File: src/rtl/route_pkg.sv
// Shared types and default geometry for the route buffer sequencer.
package route_pkg;

    localparam int unsigned ROUTE_NUM_LANES = 10;
    localparam int unsigned ROUTE_ADDR_W    = 4;
    localparam int unsigned ROUTE_LANE_W    = 16;
    localparam int unsigned ROUTE_LUT_LAT   = 2;

    typedef enum logic [2:0] {
        IDLE,
        WAIT_L1,
        LOAD_L1,
        LUT_OUT,
        LUT_WAIT,
        LUT_WB,
        DRAIN,
        DONE
    } route_state_t;

endpackage

File: src/rtl/route_lane_cnt.sv
// Lane index and LUT latency counters; both saturate at their terminal value.
module route_lane_cnt
    import route_pkg::*;
#(
    parameter int unsigned NUM_LANES = ROUTE_NUM_LANES,
    parameter int unsigned ADDR_W    = ROUTE_ADDR_W,
    parameter int unsigned LUT_LAT   = ROUTE_LUT_LAT
) (
    input  logic              clk,
    input  logic              rst_n,
    input  logic              i_lane_clr,
    input  logic              i_lane_inc,
    input  logic              i_wait_clr,
    input  logic              i_wait_inc,
    output logic [ADDR_W-1:0] o_lane_nxt_c,
    output logic              o_lane_last_c,
    output logic              o_wait_last_c
);

    localparam int unsigned WAIT_W = (LUT_LAT > 1) ? $clog2(LUT_LAT) : 1;

    logic [ADDR_W-1:0] r_lane;
    logic [ADDR_W-1:0] w_lane_nxt;
    logic [WAIT_W-1:0] r_wait;
    logic [WAIT_W-1:0] w_wait_nxt;

    // Terminal compares rather than modulo so neither counter can wrap.
    assign o_lane_last_c = (r_lane == ADDR_W'(NUM_LANES - 1));
    assign o_wait_last_c = (r_wait == WAIT_W'(LUT_LAT - 1));
    assign o_lane_nxt_c  = w_lane_nxt;

    always_comb begin
        w_lane_nxt = r_lane;
        w_wait_nxt = r_wait;
        if (i_lane_clr) begin
            w_lane_nxt = '0;
        end else if (i_lane_inc && !o_lane_last_c) begin
            w_lane_nxt = r_lane + ADDR_W'(1);
        end
        if (i_wait_clr) begin
            w_wait_nxt = '0;
        end else if (i_wait_inc && !o_wait_last_c) begin
            w_wait_nxt = r_wait + WAIT_W'(1);
        end
    end

    always_ff @(posedge clk) begin
        if (!rst_n) begin
            r_lane <= '0;
            r_wait <= '0;
        end else begin
            r_lane <= w_lane_nxt;
            r_wait <= w_wait_nxt;
        end
    end

endmodule

File: src/rtl/route_seq_ctrl.sv
// Route buffer sequencer: L1 capture, per-lane LUT read/wait/write-back, hand-off to stage 2.
// Optional build macro ROUTE_SEQ_BYPASS_EN lets lut_bypass skip the LUT loop.
module route_seq_ctrl
    import route_pkg::*;
#(
    parameter int unsigned NUM_LANES = ROUTE_NUM_LANES,
    parameter int unsigned ADDR_W    = ROUTE_ADDR_W,
    parameter int unsigned LUT_LAT   = ROUTE_LUT_LAT
) (
    input  logic              clk,
    input  logic              rst_n,
    input  logic              start,
    input  logic              l1_valid,
    input  logic              lut_bypass,
    input  logic              stage2_ready,
    output logic              DataSel,
    output logic              OutSel,
    output logic              RegIn,
    output logic              RegOut,
    output logic [ADDR_W-1:0] Addr,
    output logic              stage2_valid,
    output logic              busy,
    output logic              done
);

    route_state_t      r_state;
    route_state_t      w_state_nxt;
    logic              w_lane_clr;
    logic              w_lane_inc;
    logic              w_wait_clr;
    logic              w_wait_inc;
    logic [ADDR_W-1:0] w_lane_nxt;
    logic              w_lane_last;
    logic              w_wait_last;
    logic              w_bypass;

    logic              r_data_sel;
    logic              r_out_sel;
    logic              r_reg_in;
    logic              r_reg_out;
    logic [ADDR_W-1:0] r_addr;
    logic              r_stage2_valid;
    logic              r_busy;
    logic              r_done;

`ifdef ROUTE_SEQ_BYPASS_EN
    assign w_bypass = lut_bypass;
`else
    logic w_unused_bypass;
    assign w_unused_bypass = lut_bypass;
    assign w_bypass        = 1'b0;
`endif

    route_lane_cnt #(
        .NUM_LANES (NUM_LANES),
        .ADDR_W    (ADDR_W),
        .LUT_LAT   (LUT_LAT)
    ) u_lane_cnt (
        .clk           (clk),
        .rst_n         (rst_n),
        .i_lane_clr    (w_lane_clr),
        .i_lane_inc    (w_lane_inc),
        .i_wait_clr    (w_wait_clr),
        .i_wait_inc    (w_wait_inc),
        .o_lane_nxt_c  (w_lane_nxt),
        .o_lane_last_c (w_lane_last),
        .o_wait_last_c (w_wait_last)
    );

    always_ff @(posedge clk) begin
        if (!rst_n) begin
            r_state <= IDLE;
        end else begin
            r_state <= w_state_nxt;
        end
    end

    always_comb begin
        w_state_nxt = r_state;
        w_lane_clr  = 1'b0;
        w_lane_inc  = 1'b0;
        w_wait_clr  = 1'b0;
        w_wait_inc  = 1'b0;
        case (r_state)
            IDLE:     if (start) w_state_nxt = WAIT_L1;
            WAIT_L1:  if (l1_valid) w_state_nxt = LOAD_L1;
            LOAD_L1: begin
                w_lane_clr  = 1'b1;
                w_state_nxt = w_bypass ? DRAIN : LUT_OUT;
            end
            LUT_OUT: begin
                w_wait_clr  = 1'b1;
                w_state_nxt = LUT_WAIT;
            end
            LUT_WAIT: begin
                if (w_wait_last) w_state_nxt = LUT_WB;
                else             w_wait_inc  = 1'b1;
            end
            LUT_WB: begin
                if (w_lane_last) begin
                    w_state_nxt = DRAIN;
                end else begin
                    w_lane_inc  = 1'b1;
                    w_state_nxt = LUT_OUT;
                end
            end
            DRAIN:    if (stage2_ready) w_state_nxt = DONE;
            DONE:     w_state_nxt = IDLE;
            default:  w_state_nxt = IDLE;
        endcase
    end

    // Outputs are the Moore decode of the next state, registered so they line up with r_state.
    always_ff @(posedge clk) begin
        if (!rst_n) begin
            r_data_sel     <= 1'b0;
            r_out_sel      <= 1'b0;
            r_reg_in       <= 1'b0;
            r_reg_out      <= 1'b0;
            r_addr         <= '0;
            r_stage2_valid <= 1'b0;
            r_busy         <= 1'b0;
            r_done         <= 1'b0;
        end else begin
            r_data_sel     <= (w_state_nxt == LUT_WB);
            r_out_sel      <= (w_state_nxt == DRAIN);
            r_reg_in       <= (w_state_nxt == LOAD_L1) || (w_state_nxt == LUT_WB);
            r_reg_out      <= (w_state_nxt == LUT_OUT);
            r_addr         <= (w_state_nxt inside {LUT_OUT, LUT_WAIT, LUT_WB}) ? w_lane_nxt : '0;
            r_stage2_valid <= (w_state_nxt == DRAIN);
            r_busy         <= (w_state_nxt != IDLE);
            r_done         <= (w_state_nxt == DONE);
        end
    end

    assign DataSel      = r_data_sel;
    assign OutSel       = r_out_sel;
    assign RegIn        = r_reg_in;
    assign RegOut       = r_reg_out;
    assign Addr         = r_addr;
    assign stage2_valid = r_stage2_valid;
    assign busy         = r_busy;
    assign done         = r_done;

endmodule

File: config.mk
export PLATFORM = sky130hd
export DESIGN_NAME = route_seq_ctrl
export DESIGN_NICKNAME = d
export VERILOG_FILES = /design/src/rtl/route_pkg.sv /design/src/rtl/route_lane_cnt.sv /design/src/rtl/route_seq_ctrl.sv
export SDC_FILE = /design/constraint.sdc
export NUM_CORES = 1
export LEC_CHECK = 0
export BUFFER_PORTS_ARGS = -buffer_cell sky130_fd_sc_hd__buf_4
export CAP_MARGIN = 20
export CORE_MARGIN = 2
export CORE_UTILIZATION = 50
export DETAILED_ROUTE_END_ITERATION = 12
export PLACE_DENSITY = 0.74
export RECOVER_POWER = 25
export SETUP_SLACK_MARGIN = 0.02
export SYNTH_ARGS = -nofsm -noshare
export SYNTH_HDL_FRONTEND = slang
export SYNTH_SLANG_ARGS = --single-unit
File: constraint.sdc
create_clock -name clk -period 2.4 [get_ports clk]
set_input_delay 0 -clock clk [delete_from_list [all_inputs] [get_ports clk]]
set_output_delay 0 -clock clk [all_outputs]
set_load 0.02 [all_outputs]
# Yosys cells after proc, flatten, opt, wreduce, memory -nomap -nowiden
# Cells that the tools add are included.
[totals]
reg_bits = 18
inputBits = 6
[op_classes]
reduce_logical = 10
add_sub_neg = 2
bitwise_logic = 1
muxes = 14
n_eq_ne = 14
[ops]
columns = ["cell", "count"]
rows = [
  ["3-bit equality test (second input constant)", 8],
  ["3-bit case mux with 8 select lines", 1],
  ["3-bit two-way mux", 5],
  ["3-bit by 2-bit equality test with 1-bit output (second input constant)", 4],
  ["4-bit two-way mux", 2],
  ["1-bit two-way mux", 6],
  ["3-bit nonzero test", 2],
  ["4-bit by 1-bit adder with 4-bit output (second input constant)", 1],
  ["4-bit equality test (second input constant)", 1],
  ["3-bit by 1-bit equality test with 1-bit output (second input constant)", 1],
  ["3-bit logical NOT", 1],
  ["1-bit logical AND", 2],
  ["1-bit logical NOT", 2],
  ["2-bit AND reduction", 1],
  ["2-bit OR reduction", 1],
  ["1-bit adder (second input constant)", 1],
  ["1-bit logical OR", 1],
  ["1-bit NOT", 1],
]

# Logic depth before layout (Yosys ltp)
# Gate-level depths: netlist (run 1).
[depth]
ltp_word = 6
depth_mapped = 6
ltp_nobuf = 6

# Modules after synthesis
# A second synthesis (run 1) with hierarchy kept.
[unflattened]
hier_cells = 92
hier_area_um2 = 919.6
[by_module_without_submodules]
columns = ["mod", "cells_per_inst", "area_each_um2", "instances"]
rows = [
  ["route_seq_ctrl", 57, 624.3, 1],
  ["route_lane_cnt", 35, 295.3, 1],
]

# Least setup slack after synthesis (run 1)
# OpenSTA, ideal clock, no wires.
[synth_path]
kind = "register to register"
startpoint = "register u_lane_cnt.r_lane[1]"
endpoint = "register r_addr[1] (netlist: Addr[1])"
t_arrival_ns = 1.539
path_slack_ns = 0.775
path_stages_with_launch = 7
required_time_ns = 2.314
setup_time_ns = 0.086
path_buffers = 0
synth_period_minus_slack_ns = 1.625
path_cell_list = "dfxtp_1 inv_1 ha_1 and3b_2 nor2_2 mux2_2 a211oi_1"
[synth_via]
elab_chain_cells = 6
[synth_rtl]
columns = ["element", "line", "text"]
rows = [
  ["start, declared", "route_lane_cnt.sv:22", "logic [ADDR_W-1:0] r_lane;"],
  ["start signal, assigned", "route_lane_cnt.sv:52", "r_lane <= w_lane_nxt;"],
  ["4-bit equality test", "route_lane_cnt.sv:28", "assign o_lane_last_c = (r_lane == ADDR_W'(NUM_LANES - 1));"],
  ["3-bit two-way mux or 1-bit two-way mux (tied branches)", "route_seq_ctrl.sv:100", "if (w_lane_last) begin"],
  ["3-bit case mux with 8 select lines or 1-bit two-way mux (tied branches)", "route_seq_ctrl.sv:84", "case (r_state)"],
  ["3-bit by 2-bit equality test with 1-bit output (tied with other cells)", "route_seq_ctrl.sv:129", "r_addr <= (w_state_nxt inside {LUT_OUT, LUT_WAIT, LUT_WB}) ? w_lane_nxt : '0;"],
  ["3-bit nonzero test or 4-bit two-way mux (tied branches)", "route_seq_ctrl.sv:129, route_lane_cnt.sv:37", ""],
  ["2-bit AND reduction (no source line) or 4-bit two-way mux (tied branches)", "-", ""],
  ["end signal, assigned", "route_seq_ctrl.sv:129", ""],
  ["end, declared", "route_seq_ctrl.sv:41", "logic [ADDR_W-1:0] r_addr;"],
]
# Several ways; a longest one is shown, not always the timed one.
# A chain may end at the register's enable or synchronous reset.

# Worst setup path after layout (run 1)
[layout_path]
startpoint = "register u_lane_cnt.r_lane[1]"
endpoint = "register r_addr[0] (netlist: Addr[0])"
[layout_via]
elab_chain_cells = 6
[layout_rtl]
columns = ["element", "line"]
rows = [
  ["4-bit equality test *", "route_lane_cnt.sv:28"],
  ["3-bit two-way mux or 1-bit two-way mux (tied branches)", "route_seq_ctrl.sv:100"],
  ["3-bit case mux with 8 select lines or 1-bit two-way mux (tied branches)", "route_seq_ctrl.sv:84"],
  ["3-bit by 2-bit equality test with 1-bit output (tied with other cells)", "route_seq_ctrl.sv:129"],
  ["3-bit nonzero test or 4-bit two-way mux (tied branches)", "route_seq_ctrl.sv:129, route_lane_cnt.sv:37"],
  ["2-bit AND reduction (no source line) or 4-bit two-way mux (tied branches)", "-"],
]
# Every way passes the cells marked *; elsewhere a longest branch is shown, timed or not.

==> results.md, run 1 <==
* Status: finished, final reports clean
* Dominant cells by area after synthesis: dfxtp_1 (46%), nor2_1 (4.7%), a211oi_1 (3.8%)
* Synth Register Bits at 18
* Final Instance Area at 913.4 sq um
* Final Power at around 540 uW
* Min Clock Period, post-route at around 1700 ps
* Sequential fraction of the synthesis area at 0.4557
* Gp weighted congestion at 0.7726
* First-pass GRT wire length at 2304 um
* Critical path's top delay family: compound AO/OA/AOI/OAI gates
* Max_slew headroom at 0.6268
* Non-Filler Instances at 111
* Cell Int Power at 404.5 uW
* Post-Route WL at roughly 1300 um
* Initial antenna violation count at 0
* Syn Inst Count at 78
* Largest net degree at the start of global routing at 11
* VDD IR-drop max at 0.3253 mV
* ANT cells at 0
* Final Hold Viols at 0
* Residual DRC count at 0
* Top FF cell, synth: dfxtp_1
* Slew @ Worst Pin at 556.4 ps
* CTS Buf Count at 3
* Endpoint type of the worst setup path: flip-flop
* Crit-path max FO at 5
* CP Depth at 6
* Clk root buf: clkbuf_4
* Initial DRT Pass Iterations at 4
* PortBufs at 15
* Core Area at 0.001489 sq mm
* Syn_area_per_cell at 10.14 sq um
* DR WL/cell at 12.05 um
* CP Class: flip-flop to flip-flop
* Buffers & Inverters on Critical Path at 1
* Combinational power share at 0.158
* Mapped Area at between 700 and 800 sq um
* Hold Path Stages at 4
* Synth area leader: dfxtp_1
* Sequential share of power at 0.590
* Placed Area at 907.1 sq um
* RSZ-0062 raised after global routing: no
* Post-synth ARST share at 0
* Distinct cells, synth at 33
* CP required at 2600 ps
* Sum of negative setup slack at 0 ps
* Leading cell type in the layout, fill and taps excluded: dfxtp_1
* Antenna-violating nets left at 0
* Final worst-path cycle share at 0.7289
* Die W at around 44 um
* Total leakage power at 0.3469 nW
* PD cells at 596.2 mW/mm^2
* Die Y at 43.77 um
* WHS at 155.8 ps
* Clock power frac at 0.251
* H-Tree Depth at 1
* FF-to-FF path depth at 6
* Post-synth EDFFs at 0
* Synth top area share at 0.4557
* CTS tree: yes
* Crit path arrival time at 1950 ps
* Hold Crit Class: input pin to flip-flop
* Clk_skew at 4.504 ps
* CP max-delay cell: a311oi_4
* Most frequent cells in the layout: dfxtp_1 (18), nor2_1 (10), buf_4 (9)
* # clock sinks at 18
* Placed cell count at 107
* CP Launch Type: flip-flop
* Layout cells sized above 1 at 0.2000
* Max_cap viols at 0
* Routed via count at 588
* Final net count at between 100 and 150
* DP Wirelength at 1002 um
* Fin worst setup slack at 650.6 ps
* GRT Residual Overflow at 0
* Clk buf depth at 2
* CTS clk-pin slew, worst paths at 90 ps
* Utilization after layout at 0.6134
* Critical-path cell list: inv_1, ha_1, and3b_2, a311oi_4, o311ai_4, a211oi_1
* Syn nets at 86
* Via/cell ratio at 5.297
* Net Switching at 140.0 uW
* Net Sw Frac at 0.2571
* Iteration-0 DRC Markers at 9
* Syn-to-layout area delta at 15.51%
* Starting Density at 0.5311
* Worst slack at placement at 620.3 ps
* Total track usage at 0.1654
* Syn. warnings at 0
* Final setup fails at 0
* CP max stage delay at 400 ps
* Number of top-level pins at 17
* Row count at 14
* Fin. max-slew vios at 0
* Die area at 0.001916 sq mm
* Number of global-route vias before repair at 566
* Max Fclk at ~0.57 GHz
* Latest clock arrival within the worst-skew pair at 290 ps
kinds of logic (layout without fill, tap and decap cells):
family,after synthesis,count (layout),synth area share
mux,2,2,0.02690
flops,18,18,0.4557
buf+inv,7,24,0.04904
compound gates,16,16,0.1899
simple gates,30,30,0.2136
fa+ha+maj,2,2,0.03164
xor+xnor,3,3,0.03323
cells in the mapped netlist (all sizes together) (2+ instances only):
master,instances
nand3,3
xnor2,3
nand2b,2
o31ai,2
nor2,11
nor2b,4
ha,2
inv,4
a21oi,4
buf,3
and3b,2
dfxtp,18
o21ai,2
a211oi,4
layer usage:
layer,vias to the layer above,global-route usage,share of wire,routed length (um)
li1,309,-,-,-
met1,266,0.1912,0.45,601
met2,11,0.2706,0.50,663
met3,2,0.06250,0.047,63
met4,0,0.07273,0.0060,8
met5,-,0,0,0
worst reg2reg max path: cells and delay by family (launching register included):
family / cells / cell delay, ps
buffers and inverters: 1 / 60
AND/OR/NAND/NOR: 1 / 250
flip-flops: 1 / 360
adder cells (fa/ha/maj): 1 / 160
AO/OA/AOI/OAI: 3 / 830
registers in the layout (all words and copies together), names as in the netlist:
| name | flops |
|---|---|
| Addr | 4 |
| r_state | 3 |
| RegIn | 1 |
| busy | 1 |
| DataSel | 1 |
| u_lane_cnt.o_wait_last_c | 1 |
| RegOut | 1 |
| stage2_valid | 1 |
| u_lane_cnt.r_lane | 4 |
| done | 1 |
final timing paths:
| kind | endpoint | from | slack [ps] |
|---|---|---|---|
| worst min-delay path | r_state[0] | start | 160 |
| worst max register to register | Addr[0] | u_lane_cnt.r_lane[1] | 650 |
| worst min register to register | u_lane_cnt.o_wait_last_c | u_lane_cnt.o_wait_last_c | 510 |
| worst max-delay path | Addr[0] | u_lane_cnt.r_lane[1] | 650 |
power groups by stage:
stage,clock (mW),combinational [mW],sequential [mW]
after detailed placement,0,0.0885,0.328
after floorplan,0,0.0630,0.328
after CTS,0.146,0.0902,0.321
after global placement,0,0.0868,0.328
final,0.137,0.0862,0.321
after global routing,0.154,0.0960,0.323
repair_timing:
| item | 4_1_cts | 5_1_grt |
|---|---|---|
| endpoints found under the hold margin | 3 | 0 |
| hold buffers | 1 | 0 |
| gates resized for setup | 0 | 0 |
| setup buffers | 0 | 0 |
area by class of cell:
cell class / count / area [sq um]
fill: 124 / 575.6
multi-input combinational: 53 / 391.6
sequential: 18 / 360.3
timing repair buffer: 17 / 103.9
clock buffer: 3 / 22.52
tap: 16 / 20.02
inverter: 4 / 15.01
Power figures use the tool's default switching activity.
==> run 2, diff against run 1 <==
- CORE_UTILIZATION: 50 -> 46
- PLACE_DENSITY: 0.74 -> 0.72
- clock period: 2.4 -> 1.5 ns (I/O delays scaled with it)
==> results.md, run 2 (synthesis results as in run 1) <==
* Status: finished, violations left (was finished, final reports clean)
* Failing checks: negative setup slack
* # clock sinks at 18 (unchanged)
* Net Switching at 257.3 uW (was 140.0 uW)
* First-pass GRT wire length at 2415 um (was 2304 um)
* DR WL/cell at 12.48 um (was 12.05 um)
* Number of global-route vias before repair at 567 (was 566)
* Row count at 14 (unchanged)
* CP Class: flip-flop to flip-flop (unchanged)
* Final worst-path cycle share at 1.075 (was 0.7289)
* Clk buf depth at 2 (unchanged)
* Initial DRT Pass Iterations at 4 (unchanged)
* Slew @ Worst Pin at 446.3 ps (was 556.4 ps)
* Max Fclk at 0.6199 GHz (was 0.5716 GHz)
* CP required at 1720 ps (was 2600 ps)
* CP Launch Type: flip-flop (unchanged)
* Endpoint type of the worst setup path: flip-flop (unchanged)
* Die W at 45.46 um (was 43.77 um)
* CTS tree: yes (unchanged)
* H-Tree Depth at 1 (unchanged)
* Starting Density at 0.5072 (was 0.5311)
* Total track usage at 0.1611 (was 0.1654)
* Clock power frac at 0.297 (was 0.251)
* ANT cells at 0 (unchanged)
* Initial antenna violation count at 0 (unchanged)
* PD cells at 864.4 mW/mm^2 (was 596.2 mW/mm^2)
* VDD IR-drop max at 0.6135 mV (was 0.3253 mV)
* Leading cell type in the layout, fill and taps excluded: buf_4 (was dfxtp_1)
* Number of top-level pins at 17 (unchanged)
* Critical-path cell list: inv_2, ha_4, and3b_2, a311oi_4, o311ai_4, a211oi_2 (was inv_1, ha_1, and3b_2, a311oi_4, o311ai_4, a211oi_1)
* Fin. max-slew vios at 0 (unchanged)
* Residual DRC count at 0 (unchanged)
* Buffers & Inverters on Critical Path at 1 (unchanged)
* Core Area at 0.001559 sq mm (was 0.001489 sq mm)
* Fin worst setup slack at -113.2 ps (was 650.6 ps)
* Final Hold Viols at 0 (unchanged)
* PortBufs at 15 (unchanged)
* Die area at 0.002067 sq mm (was 0.001916 sq mm)
* Net Sw Frac at 0.2629 (was 0.2571)
* CTS Buf Count at 3 (unchanged)
* Antenna-violating nets left at 0 (unchanged)
* Max_slew headroom at 0.7025 (was 0.6268)
* Via/cell ratio at 5.225 (was 5.297)
* Largest net degree at the start of global routing at 11 (unchanged)
* Post-Route WL at 1498 um (was 1337 um)
* DP Wirelength at 1074 um (was 1002 um)
* Gp weighted congestion at 0.8037 (was 0.7726)
* Utilization after layout at 0.7263 (was 0.6134)
* Clk_skew at 3.030 ps (was 4.504 ps)
* CTS clk-pin slew, worst paths at 100 ps (was 90 ps)
* Combinational power share at 0.177 (was 0.158)
* CP max stage delay at 340 ps (was 400 ps)
* Total leakage power at 0.4279 nW (was 0.3469 nW)
* Routed via count at 627 (was 588)
* Max_cap viols at 0 (unchanged)
* Crit-path max FO at 4 (was 5)
* Most frequent cells in the layout: buf_4 (21), dfxtp_1 (15), nor2_1 (9) (was dfxtp_1 (18), nor2_1 (10), buf_4 (9))
* Die Y at 45.46 um (was 43.77 um)
* Final setup fails at 9 (was 0)
* Iteration-0 DRC Markers at 11 (was 9)
* Latest clock arrival within the worst-skew pair at 290 ps (about the same)
* Final net count at 113 (was 105)
* Sequential share of power at 0.526 (was 0.590)
* Cell Int Power at 721.4 uW (was 404.5 uW)
* Min Clock Period, post-route at 1613 ps (was 1749 ps)
* Critical path's top delay family: compound AO/OA/AOI/OAI gates (unchanged)
* Syn-to-layout area delta at 43.20% (was 15.51%)
* GRT Residual Overflow at 0 (unchanged)
* Layout cells sized above 1 at 0.5000 (was 0.2000)
* Worst slack at placement at -142.0 ps (was 620.3 ps)
* RSZ-0062 raised after global routing: yes (was no)
* Reg2reg setup slack at -110 ps (was 650 ps)
* CP max-delay cell: dfxtp_2 (was a311oi_4)
* Clk root buf: clkbuf_4 (unchanged)
* Crit path arrival time at 1830 ps (was 1950 ps)
* Hold Crit Class: input pin to flip-flop (unchanged)
run 2: changes by cell type in the layout (fill, tap and decap cells not counted), moves of 2 or more:
cell | before | now
a211oi_1 | 4 | 0
a211oi_2 | 0 | 4
buf_4 | 9 | 21
clkbuf_1 | 7 | 3
dfxtp_1 | 18 | 15
dfxtp_2 | 0 | 3
nor2_4 | 0 | 2
xnor2_1 | 3 | 0
xnor2_2 | 0 | 3
run 2: path summary, 6_finish.rpt:
| path | start | endpoint | depth (start not counted) |
|---|---|---|---|
| max | u_lane_cnt.r_lane[1] | Addr[2] | 6 |
| min | start | r_state[0] | 4 |
| max reg2reg | u_lane_cnt.r_lane[1] | Addr[2] | 6 |
| min reg2reg | u_lane_cnt.o_wait_last_c | u_lane_cnt.o_wait_last_c | 2 |
run 2: worst reg2reg max path, cell delays in order, from the launching register on:
cell      delay [ps]
dfxtp_2          340
inv_2             50
ha_4             140
and3b_2          260
a311oi_4         330
o311ai_4         190
a211oi_2         240
run 2: per-layer routing:
layer,up-vias,track usage,part of all wire
met5,-,0,0
met4,0,0.07059,0
met1,282,0.2099,0.50
li1,326,-,-
met3,0,0.02381,0.039
met2,19,0.2620,0.46
run 2: area by class of cell:
cell class,instances,area [sq um]
inverter,4,15.01
multi-input combinational,53,518.0
clock buffer,4,36.28
tap,16,20.02
fill,103,426.7
timing repair buffer,25,178.9
sequential,18,364.1
run 2: per-stage QoR:
| step | cells | total power [mW] | setup TNS, ps | hold WS (ps) | cell area [sq um] |
|---|---|---|---|---|---|
| final | 120 | 0.9788 | -636.6 | 154.4 | 1132 |
| after global routing | 120 | 1.029 | -1577 | 176.0 | 1132 |
| after CTS | 119 | 0.9727 | -806.3 | 143.7 | 1059 |
| after detailed placement | 114 | 0.6766 | -638.0 | 259.1 | 977.2 |
| after global placement | 114 | 0.6733 | -274.0 | 251.7 | 977.2 |
| after floorplan | 78 | 0.6311 | -245.6 | 121.7 | 808.3 |
run 2: timing repair:
action                                 4_1_cts  5_1_grt
buffers inserted                             0        1
hold buffers                                 1        0
setup endpoints to repair                   11       16
pin swaps                                    6        9
endpoints found under the hold margin        3        0
gates resized for setup                      6       16
run 2: power groups by stage:
stage	Clock, mW	Combinational [mW]	Sequential (mW)
after global placement	0	0.150	0.523
after global routing	0.321	0.190	0.518
after detailed placement	0	0.153	0.524
after CTS	0.299	0.161	0.513
final	0.291	0.173	0.515
after floorplan	0	0.107	0.525
==> run 3, diff against run 2 <==
- PLACE_DENSITY: 0.72 -> default
- PLACE_DENSITY_LB_ADDON: default -> 0.1
==> results.md, run 3 (synthesis results as in run 1) <==
* Status: finished, violations left (unchanged)
* Failing checks: negative setup slack (unchanged)
* Fin. max-slew vios at 0 (unchanged)
* Worst R2R Start: u_lane_cnt.r_lane[1] (unchanged)
* Grt met3 use at 0.03571 (was 0.02381)
* Multi-input gate area at 478.0 sq um (was 518.0 sq um)
* Global route hottest layer: met2 (unchanged)
* CP Launch Type: flip-flop (unchanged)
* Iteration-0 DRC Markers at 6 (was 11)
* Row count at 14 (unchanged)
* # Post-CTS Setup Buffers at 0 (unchanged)
* # clock sinks at 18 (unchanged)
* Residual DRC count at 0 (unchanged)
* Crit path arrival time at 1750 ps (was 1830 ps)
* CP required at 1660 ps (was 1720 ps)
* Via/cell ratio at 5.353 (was 5.225)
* Final worst-path cycle share at 1.055 (was 1.075)
* CTS Buf Count at 3 (unchanged)
* Clk_skew at 4.096 ps (was 3.030 ps)
* Final net count at 113 (unchanged)
* DR WL/cell at 12.32 um (was 12.48 um)
* Antenna-violating nets left at 0 (unchanged)
* Met1 Use GR at 0.2285 (was 0.2099)
* Die W at 45.46 um (unchanged)
* Total track usage at 0.1698 (was 0.1611)
* Leading cell type in the layout, fill and taps excluded: buf_4 (unchanged)
* Latest clock arrival within the worst-skew pair at 280 ps (was 290 ps)
* Final Instance Area at 0.001079 sq mm (was 0.001132 sq mm)
* Max Fclk at 0.6322 GHz (was 0.6199 GHz)
* Utilization after layout at 0.6918 (was 0.7263)
* Final Power at 912.2 uW (was 978.8 uW)
* WHS at 175.9 ps (was 154.4 ps)
* RSZ-0062 raised after global routing: yes (unchanged)
* Hold Crit Class: input pin to flip-flop (unchanged)
* Crit-path max FO at 4 (unchanged)
* PD cells at 845.8 mW/mm^2 (was 864.4 mW/mm^2)
* Starting Density at 0.5072 (unchanged)
* Gp weighted congestion at 0.7978 (was 0.8037)
* CTS tree: yes (unchanged)
* Worst slack at placement at -101.1 ps (was -142.0 ps)
* PortBufs at 15 (unchanged)
* Fill cell count at 118 (was 103)
* Number of global-route vias before repair at 527 (was 567)
* Register area at 364.1 sq um (unchanged)
* Clk buf depth at 2 (unchanged)
* Reg2reg setup slack at -80 ps (was -110 ps)
* DP Wirelength at 1044 um (was 1074 um)
* Final setup fails at 9 (unchanged)
* Largest net degree at the start of global routing at 11 (unchanged)
* Die Y at 45.46 um (unchanged)
* Capturing point of the worst reg2reg path: RegIn (was Addr[2])
* CTS clk-pin slew, worst paths at 100 ps (about the same)
* Slew @ Worst Pin at 481.9 ps (was 446.3 ps)
* CP Class: flip-flop to flip-flop (unchanged)
* Number of top-level pins at 17 (unchanged)
* Post-Route WL at 1466 um (was 1498 um)
* Routed via count at 637 (was 627)
* Min Clock Period, post-route at 1582 ps (was 1613 ps)
* Initial DRT Pass Iterations at 4 (unchanged)
* VDD IR-drop max at 0.4853 mV (was 0.6135 mV)
* FF-to-FF path depth at 7 (was 6)
* Final Hold Viols at 0 (unchanged)
* Endpoint type of the worst setup path: flip-flop (unchanged)
* Placed Area at 984.7 sq um (was 977.2 sq um)
* ANT cells at 0 (unchanged)
* Fin worst setup slack at -81.77 ps (was -113.2 ps)
* Layout cells sized above 1 at 0.4563 (was 0.5000)
* H-Tree Depth at 1 (unchanged)
* Syn-to-layout area delta at 36.39% (was 43.20%)
* Die area at 0.002067 sq mm (unchanged)
* Hold Path Stages at 4 (unchanged)
* Grt met2 use at 0.2366 (was 0.2620)
* First-pass GRT wire length at 2435 um (was 2415 um)
* Core Area at 0.001559 sq mm (unchanged)
* GRT Residual Overflow at 0 (unchanged)
* WHS Endpoint: RegOut (was r_state[0])
* Most frequent cells in the layout: buf_4 (21), dfxtp_1 (15), nor2_1 (9) (unchanged)
* Max_slew headroom at 0.6787 (was 0.7025)
* Hold_sp: start (unchanged)
* Total leakage power at 0.4150 nW (was 0.4279 nW)
* Max_cap viols at 0 (unchanged)
* Clk root buf: clkbuf_4 (unchanged)
* Initial antenna violation count at 0 (unchanged)
run 3: cell count changes in the layout (fill, tap and decap cells not counted), moves of 2 or more:
cell / previous run / this run
a211oi_1: 0 / 2
xnor2_1: 0 / 2
a211oi_2: 4 / 2
xnor2_2: 3 / 1
run 3: final cells by class:
class                   instances  share of cell area
inverters                       4             0.01392
flip-flops and latches         18              0.3376
repair buffers                 25              0.1659
well taps                      16             0.01856
multi-input cells              53              0.4432
clock buffers                   3             0.02088
run 3: per-stage QoR:
stage | TNS (ps) | cells
floorplan | -245.6 | 78
global placement | -246.9 | 115
detailed placement | -396.8 | 115
CTS | -608.7 | 119
global route | -1226 | 119
finish | -474.4 | 119
run 3: worst max-delay path: stages (launching register included):
cell,delay [ps]
dfxtp_2,340
inv_2,50
ha_4,140
and3b_2,260
a311oi_4,320
buf_4,190
or3_4,110
mux2i_1,50
run 3: how the worst max path moves through the flow:
| stage | from | endpoint | slack, ps |
|---|---|---|---|
| 2_1_floorplan | u_lane_cnt.r_lane[1] | Addr[0] | -70 |
| 3_3_place_gp | u_lane_cnt.r_lane[1] | Addr[2] | -60 |
| 3_5_place_dp | u_lane_cnt.r_lane[1] | Addr[3] | -100 |
| 4_1_cts | u_lane_cnt.r_lane[1] | Addr[2] | -110 |
| 5_1_grt | u_lane_cnt.r_lane[1] | RegIn | -150 |
| 6_report | u_lane_cnt.r_lane[1] | RegIn | -80 |
run 3: per-layer routing:
| layer | share of wire | up-vias |
|---|---|---|
| met5 | 0 | - |
| met3 | 0.049 | 2 |
| met4 | 0.016 | 0 |
| li1 | - | 324 |
| met1 | 0.48 | 291 |
| met2 | 0.45 | 20 |
run 3: power breakdown:
part / switching, mW / leakage, nW / internal [mW]
combinational: 0.0929 / 0.254 / 0.0738
clock: 0.137 / 0.0138 / 0.0930
sequential: 0.0191 / 0.147 / 0.496
run 3: repair_timing:
item	in CTS	in global routing
hold buffers	1	0
hold endpoints to repair	1	0
pin swaps	7	5
setup endpoints to repair	11	15
gates resized for setup	6	9
